**src/rtl/signed_seq_divider.sv**
```systemverilog
// Sequential signed divider: restoring division on operand magnitudes, one quotient
// bit per cycle, with sign fix-up, divide-by-zero and overflow reporting.
module signed_seq_divider #(
  parameter int WIDTH = 8
) (
  input  logic             clk,
  input  logic             reset,
  input  logic             start,
  input  logic [WIDTH-1:0] dividend,
  input  logic [WIDTH-1:0] divisor,
  output logic             busy,
  output logic             done,
  output logic [WIDTH-1:0] quotient,
  output logic [WIDTH-1:0] remainder,
  output logic             div_by_zero,
  output logic             overflow
);

  localparam int CW = $clog2(WIDTH + 1);

  typedef enum logic [2:0] {IDLE, SETUP, ITER, FIXUP, DONE} state_t;

  state_t           state_q, state_d;
  logic [WIDTH-1:0] a_q, a_d;
  logic [WIDTH-1:0] b_q, b_d;
  logic [WIDTH-1:0] qr_q, qr_d;
  logic [WIDTH:0]   rem_q, rem_d;
  logic [WIDTH:0]   dvs_q, dvs_d;
  logic [CW-1:0]    cnt_q, cnt_d;
  logic             sign_q_q, sign_q_d;
  logic             sign_r_q, sign_r_d;
  logic [WIDTH-1:0] quotient_q, quotient_d;
  logic [WIDTH-1:0] remainder_q, remainder_d;
  logic             dbz_q, dbz_d;
  logic             ovf_q, ovf_d;

  logic [WIDTH+1:0] shifted;
  logic [WIDTH+1:0] diff;
  logic [WIDTH-1:0] a_mag;
  logic [WIDTH-1:0] b_mag;
  logic [WIDTH-1:0] q_fix;
  logic [WIDTH-1:0] r_fix;

  always_comb begin
    state_d     = state_q;
    a_d         = a_q;
    b_d         = b_q;
    qr_d        = qr_q;
    rem_d       = rem_q;
    dvs_d       = dvs_q;
    cnt_d       = cnt_q;
    sign_q_d    = sign_q_q;
    sign_r_d    = sign_r_q;
    quotient_d  = quotient_q;
    remainder_d = remainder_q;
    dbz_d       = dbz_q;
    ovf_d       = ovf_q;

    // Magnitudes fit WIDTH bits unsigned, so the most negative operand is exact.
    a_mag   = a_q[WIDTH-1] ? -a_q : a_q;
    b_mag   = b_q[WIDTH-1] ? -b_q : b_q;
    shifted = {rem_q, qr_q[WIDTH-1]};
    diff    = shifted - {1'b0, dvs_q};
    q_fix   = sign_q_q ? -qr_q : qr_q;
    r_fix   = sign_r_q ? -rem_q[WIDTH-1:0] : rem_q[WIDTH-1:0];

    case (state_q)
      IDLE: begin
        if (start) begin
          a_d     = dividend;
          b_d     = divisor;
          dbz_d   = 1'b0;
          ovf_d   = 1'b0;
          state_d = SETUP;
        end
      end
      SETUP: begin
        qr_d     = a_mag;
        dvs_d    = {1'b0, b_mag};
        rem_d    = '0;
        cnt_d    = CW'(WIDTH);
        sign_q_d = a_q[WIDTH-1] ^ b_q[WIDTH-1];
        sign_r_d = a_q[WIDTH-1];
        if (b_q == '0) begin
          quotient_d  = '1;
          remainder_d = a_q;
          dbz_d       = 1'b1;
          state_d     = DONE;
        end else begin
          state_d = ITER;
        end
      end
      ITER: begin
        // A clear sign bit on the trial difference means the divisor fit.
        qr_d  = {qr_q[WIDTH-2:0], ~diff[WIDTH+1]};
        rem_d = diff[WIDTH+1] ? shifted[WIDTH:0] : diff[WIDTH:0];
        cnt_d = cnt_q - CW'(1);
        if (cnt_q == CW'(1)) begin
          state_d = FIXUP;
        end
      end
      FIXUP: begin
        quotient_d  = q_fix;
        remainder_d = r_fix;
        // Only a positive magnitude of 2^(WIDTH-1) cannot be represented.
        ovf_d       = ~sign_q_q & qr_q[WIDTH-1];
        state_d     = DONE;
      end
      DONE: begin
        state_d = IDLE;
      end
      default: begin
        state_d = IDLE;
      end
    endcase
  end

  always_ff @(posedge clk) begin
    if (reset) begin
      state_q     <= IDLE;
      a_q         <= '0;
      b_q         <= '0;
      qr_q        <= '0;
      rem_q       <= '0;
      dvs_q       <= '0;
      cnt_q       <= '0;
      sign_q_q    <= 1'b0;
      sign_r_q    <= 1'b0;
      quotient_q  <= '0;
      remainder_q <= '0;
      dbz_q       <= 1'b0;
      ovf_q       <= 1'b0;
    end else begin
      state_q     <= state_d;
      a_q         <= a_d;
      b_q         <= b_d;
      qr_q        <= qr_d;
      rem_q       <= rem_d;
      dvs_q       <= dvs_d;
      cnt_q       <= cnt_d;
      sign_q_q    <= sign_q_d;
      sign_r_q    <= sign_r_d;
      quotient_q  <= quotient_d;
      remainder_q <= remainder_d;
      dbz_q       <= dbz_d;
      ovf_q       <= ovf_d;
    end
  end

  assign busy        = (state_q == SETUP) || (state_q == ITER) || (state_q == FIXUP);
  assign done        = (state_q == DONE);
  assign quotient    = quotient_q;
  assign remainder   = remainder_q;
  assign div_by_zero = dbz_q;
  assign overflow    = ovf_q;

endmodule

```
**config.mk**
```make
export PLATFORM = sky130hd
export DESIGN_NAME = signed_seq_divider
export DESIGN_NICKNAME = d
export VERILOG_FILES = /design/src/rtl/signed_seq_divider.sv
export SDC_FILE = /design/constraint.sdc
export NUM_CORES = 1
export LEC_CHECK = 0
export BUFFER_PORTS_ARGS = -buffer_cell sky130_fd_sc_hd__clkbuf_2
export CAP_MARGIN = 0
export CORE_UTILIZATION = 55
export DETAILED_ROUTE_END_ITERATION = 8
export GPL_TIMING_DRIVEN = 0
export PLACE_DENSITY = 0.72
export SETUP_SLACK_MARGIN = 0.02
export SYNTH_ARGS = -nofsm -noshare
export SYNTH_HDL_FRONTEND = slang
export SYNTH_SLANG_ARGS = --single-unit
```
**constraint.sdc**
```tcl
create_clock -name clk -period 3.3 [get_ports clk]
set_clock_uncertainty 0.2 [all_clocks]
set_input_delay 0.33 -clock clk [delete_from_list [all_inputs] [get_ports clk]]
set_output_delay 0.33 -clock clk [all_outputs]
set_load 0.02 [all_outputs]
```
# [Word-level counts from Yosys, hierarchy flattened]
# Cells that the tools add are included.
[op_classes] add_sub_neg=6 eq_ne=8 n_mux=20 bitwise=4 n_reduce_logical=13
[ops] op="two-way mux 8 bit" count=6
[ops] op="case mux 8 bit (2 select lines)" count=3
[ops] op="negator 8 bit" count=4
[ops] op="case mux 9 bit (2 select lines)" count=1
[ops] op="case mux 3 bit (4 select lines)" count=1
[ops] op="subtractor 10 x 8 -> 10 bit" count=1
[ops] op="two-way mux 3 bit" count=3
[ops] op="two-way mux 9 bit" count=1
[ops] op="logical NOT 8 bit" count=1
[ops] op="case mux 4 bit (2 select lines)" count=1
[ops] op="AND reduction 2 bit" count=4
[ops] op="nonzero test 2 bit" count=4
[ops] op="equality test 3 x 2 -> 1 bit, second input constant" count=2
[ops] op="inequality test 2 bit, second input constant" count=3
[ops] op="equality test 4 x 1 -> 1 bit, second input constant" count=1
[ops] op="case mux 1 bit (2 select lines)" count=2
[ops] op="subtractor 4 x 1 -> 4 bit, second input constant" count=1
[ops] op="equality test 3 x 1 -> 1 bit, second input constant" count=1
[ops] op="equality test 3 bit, second input constant" count=1
[ops] op="logical NOT 3 bit" count=1
[ops] op="AND reduction 3 bit" count=1
[ops] op="logical OR 1 bit" count=2
[ops] op="two-way mux 1 bit" count=2
[ops] op="NOT 1 bit" count=2
[ops] op="2 further kinds" count=2
[word_totals] reg_bits=68 inputBits=19 output_inout_bits=20 elab_cells=64

# [Depth between registers and ports, before layout]
[depth] depth_word=3 ltp_mapped=10 depth_no_buf=10

# [Worst setup path before layout]
# Ideal clock, no wire load.
[synth_path] path_type="register to register" start="reg b_q[2]" end="reg remainder_q[2] (netlist: remainder[2])" setup_time_ns=0.086 arrival_time_ns=2.129 required_ns=3.014 setup_slack_ns=0.886 path_stages_with_launch=7 path_buffers=1 synth_period_minus_slack_ns=2.414 cell_sequence="dfxtp_1 -> or3_1 -> or3b_4 -> or4b_4 -> buf_6 -> mux2i_1 -> a211oi_1"
[synth_between] elab_chain_len=3
[synth_rtl] element="start: declaration" line_no="25" rtl="logic [WIDTH-1:0] b_q, b_d;"
[synth_rtl] element="start signal: assignment" line_no="122" rtl="b_q <= '0;"
[synth_rtl] element="start signal: assignment" line_no="136" rtl="b_q <= b_d;"
[synth_rtl] element="logical NOT 8 bit" line_no="84" rtl="if (b_q == '0) begin"
[synth_rtl] element="inequality test 2 bit (no line)"
[synth_rtl] element="AND reduction 2 bit (no line)"
[synth_rtl] element="end signal: assignment" line_no="144" rtl="remainder_q <= remainder_d;"
[synth_rtl] element="end: declaration" line_no="33" rtl="logic [WIDTH-1:0] remainder_q, remainder_d;"
# No other way between the ends.
# A chain may end at the register's enable or synchronous reset.

# [Final worst setup path]
[layout_path] start="reg rem_q[5]" end="reg rem_q[5]"
[layout_between] elab_chain_len=3
[layout_rtl] element="start: declaration" line_no="27" rtl="logic [WIDTH:0] rem_q, rem_d;"
[layout_rtl] element="start signal: assignment" line_no="138" rtl="rem_q <= rem_d;"
[layout_rtl] element="subtractor 10 x 8 -> 10 bit" line_no="63" rtl="diff = shifted - {1'b0, dvs_q};"
[layout_rtl] element="two-way mux 9 bit" line_no="96" rtl="rem_d = diff[WIDTH+1] ? shifted[WIDTH:0] : diff[WIDTH:0];"
[layout_rtl] element="case mux 9 bit (2 select lines)" line_no="67" rtl="case (state_q)"
# No other way between the ends.

==> results.ini <==
[outcome]
failed_checks = DRC, hold timing
status = complete, but fails checks

[global_routing]
grt-busiest-layer = met2
antenna_found_initial = 0
grt_pass1_vias = 3330
grt_pass1_wl_mm = 16.00
grt_max_degree = 14
grt_util_met1_pct = 36.98
use_met3_pct = 4.649
grt_use_total_pct = 28.84
grt_use_met2_pct = 48.21
overflow = 0

[worst_setup_path]
reg2reg_to = rem_q[5]$_SDFFE_PP0P_
crit_slowest_cell = clkbuf_1
path_cells = ha_1, a21oi_1, o221ai_1, a31oi_1, xnor2_1, clkbuf_1, mux2i_1, o21ai_0
path_max_fanout = 10
rr_worst_depth = 8
ff2ff_setup_slack_ps = 520
end_kind = flop
crit_required_ps = 3330
r2r-start = rem_q[5]$_SDFFE_PP0P_
cp.arrival_ps = 2820
cpLargestDelayFamily = compound AO/OA/AOI/OAI gates
slowest_delay_ps = 480
start_kind = flop
crit_buf_inv = 1
path_class = flop to flop

[layout]
finalInstanceArea_um2 = 4318
area_delta_synth_final_pct = 17.06
n_antenna_cell = 0
drive_gt1_share_pct = 11.13
fillers = 551
nets = 559

[clocking]
cts_buffer_depth = 2
numCtsBuffers = 9
cts_sinks = 68
h-tree-depth = 3
clk_pin_slew_ps = 80
post_cts_resized = 0
worstSkewPairLatency_ps = 360
cts_tree = built
post_cts_buffers = 0
cts_root_buf = clkbuf_8

[sta]
timing_hold_violations_final = 1
final-max-slew-violation-count = 0
worstMarginPinSlew_ps = 1224
setup_viol = 0
final.setup.tns_ps = 0
holdWs_ps = -2.229
max_slew_margin_pct = 17.62
max_freq_ghz = 0.3591
layout_setup_ws_ps = 515.0
fin_crit_ps = 2785
period_share_pct = 84.39
rsz0062_at_grt = false

[place]
place.detailed.hpwl_mm = 6.871
placed_area_um2 = 3970
io_buffers = 37
gp_congestion = 0.8744
dpl_worst_slack_ps = 592.3

[logic_synthesis]
synth.area.top_cells = dfxtp_1 37%, nand2_1 6.9%, nor2_1 5.4%
synth_cell_types = 49
synth_flop_cell = dfxtp_1
synth_area_leader_cell = dfxtp_1
ys_warn_count = 0
synth_top_area_share_pct = 36.91
synth_edf_count = 0
synth.avg_cell_area_um2 = 7.898
synth.top_cells.by_count = 68 x dfxtp_1, 68 x nand2_1, 53 x nor2_1
synth-seq-area-share_pct = 36.91
ys_async_sr_fraction_pct = 0
yosys_register_bits = 68
synth_area_um2 = 3689
netlist_instances = 467
syn_nets = 501

[floorplan]
start_util_pct = 57.43
die_y_um = 83.89
rows = 29
die_w_um = 83.89
dieArea_um2 = 7038
core-area_um2 = 6422
io_pins = 39

[route]
routed_wl_mm = 9.600
vias_per_cell = 5.840
vias = 3545
ant_nets = 0
dr.first_iter.drc_count = 227
remaining_drc_errors = 4
first_pass_iters = 7
routedWlPerCell_um = 15.82

[min_path]
worstHoldStart = dividend[4]
hold_class = primary input to flop
hold_depth = 3
holdPathEnd = a_q[4]$_SDFFE_PP0P_

[job]
maxCapViolations = 0

[power_and_ir_drop]
power_density_nw_per_um2 = 600.4
ir_drop_mv = 0.2769
cellLeakagePower_uw = 0.001706

## state kept, by name (all words and copies together) (netlist names)
name and flops:
rem_q 9, a_q 8, b_q 8, dvs_q 8, qr_q 8, quotient 8
remainder 8, cnt_q 4, state_q 3, div_by_zero 1, overflow 1, sign_q_q 1
sign_r_q 1
## layout make-up
cell class                      count  area, um2  share of cell area [%]
Tap cell                           77      96.34                   2.231
Timing Repair Buffer               47      285.3                   6.607
Inverter                           24      90.09                   2.086
Multi-Input combinational cell    347       2125                   49.20
Sequential cell                    68       1361                   31.53
Clock inverter                      7      123.9                   2.869
Clock buffer                        9      123.9                   2.869
Buffer                             28      112.6                   2.608
## layout by cell type, fill, tap and decap left out, types with 5 or more instances in the layout
cell	n
o21ai_0	18
xor2_1	8
inv_1	24
ha_1	14
xnor2_1	20
nor2_1	53
dfxtp_1	68
nor3_1	8
o31ai_1	11
dlygate4sd3_1	10
o22ai_1	5
clkbuf_1	25
nand2_1	68
clkbuf_2	37
a21oi_1	35
a211oi_1	23
mux2i_1	14
clkbuf_8	9
nand2b_1	5
nand3_1	11
## report_power, final
| group | internal [uW] | switching, uW |
|---|---|---|
| clock | 507 | 358 |
| sequential | 898 | 72.5 |
| combinational | 303 | 453 |
| total | 1710 | 884 |
## logic make-up (layout without fill, tap and decap cells)
kind of cell               count (synthesis)  after routing  synth area share [%]
muxes                                     14             14                 3.799
DFF                                       68             68                 36.91
xor gates and xnor gates                  28             28                 6.649
AOI/OAI and AO/OA                        121            121                 21.40
buffers and inverters                     52            115                 5.495
and+or+nand+nor                          169            169                 20.45
adders and majority gates                 15             15                 5.292
## worst reg2reg max path, cell delays in order, from the launching register on
cell      delay, ps
dfxtp_1         450
ha_1            350
a21oi_1         250
o221ai_1        140
a31oi_1         190
xnor2_1         290
clkbuf_1        480
mux2i_1         240
o21ai_0          80
## metrics by stage
step                std cells  hold WS [ps]  total power, uW  util, %
floorplan                 467         250.2             1538        -
global placement          581         248.4             1702    61.82
detailed placement        581         267.3             1720    61.82
CTS                       606        0.4858             2581    67.08
global route              607         14.77             2724    67.23
finish                    607        -2.229             2592    67.23
## how the worst max path moves through the flow
stage	start	end	slack, ps	depth (start not counted)
final	rem_q[5]$_SDFFE_PP0P_	rem_q[5]$_SDFFE_PP0P_	520	8
after global routing	rem_q[5]$_SDFFE_PP0P_	rem_q[7]$_SDFFE_PP0P_	300	8
after CTS	rem_q[5]$_SDFFE_PP0P_	rem_q[5]$_SDFFE_PP0P_	540	8
after detailed placement	rem_q[5]$_SDFFE_PP0P_	rem_q[5]$_SDFFE_PP0P_	590	8
after global placement	rem_q[5]$_SDFFE_PP0P_	rem_q[6]$_SDFFE_PP0P_	590	8
after floorplan	b_q[2]$_SDFFE_PP0P_	remainder[2]$_SDFFE_PP0P_	890	6
## per-layer routing
metal	share of wire, %	up-vias	wire (um)
met2	47	126	4485
met1	46	1644	4391
met4	1.9	0	184
met3	5.6	19	538
li1	-	1756	-
met5	0	-	0
## what timing repair did
action | 4_1_cts | 5_1_grt
endpoints found under the hold margin | 9 | 1
hold buffers | 9 | 1
endpoints found under the setup margin | 0 | 0
Note: power is estimated with default switching activity, not from simulation.
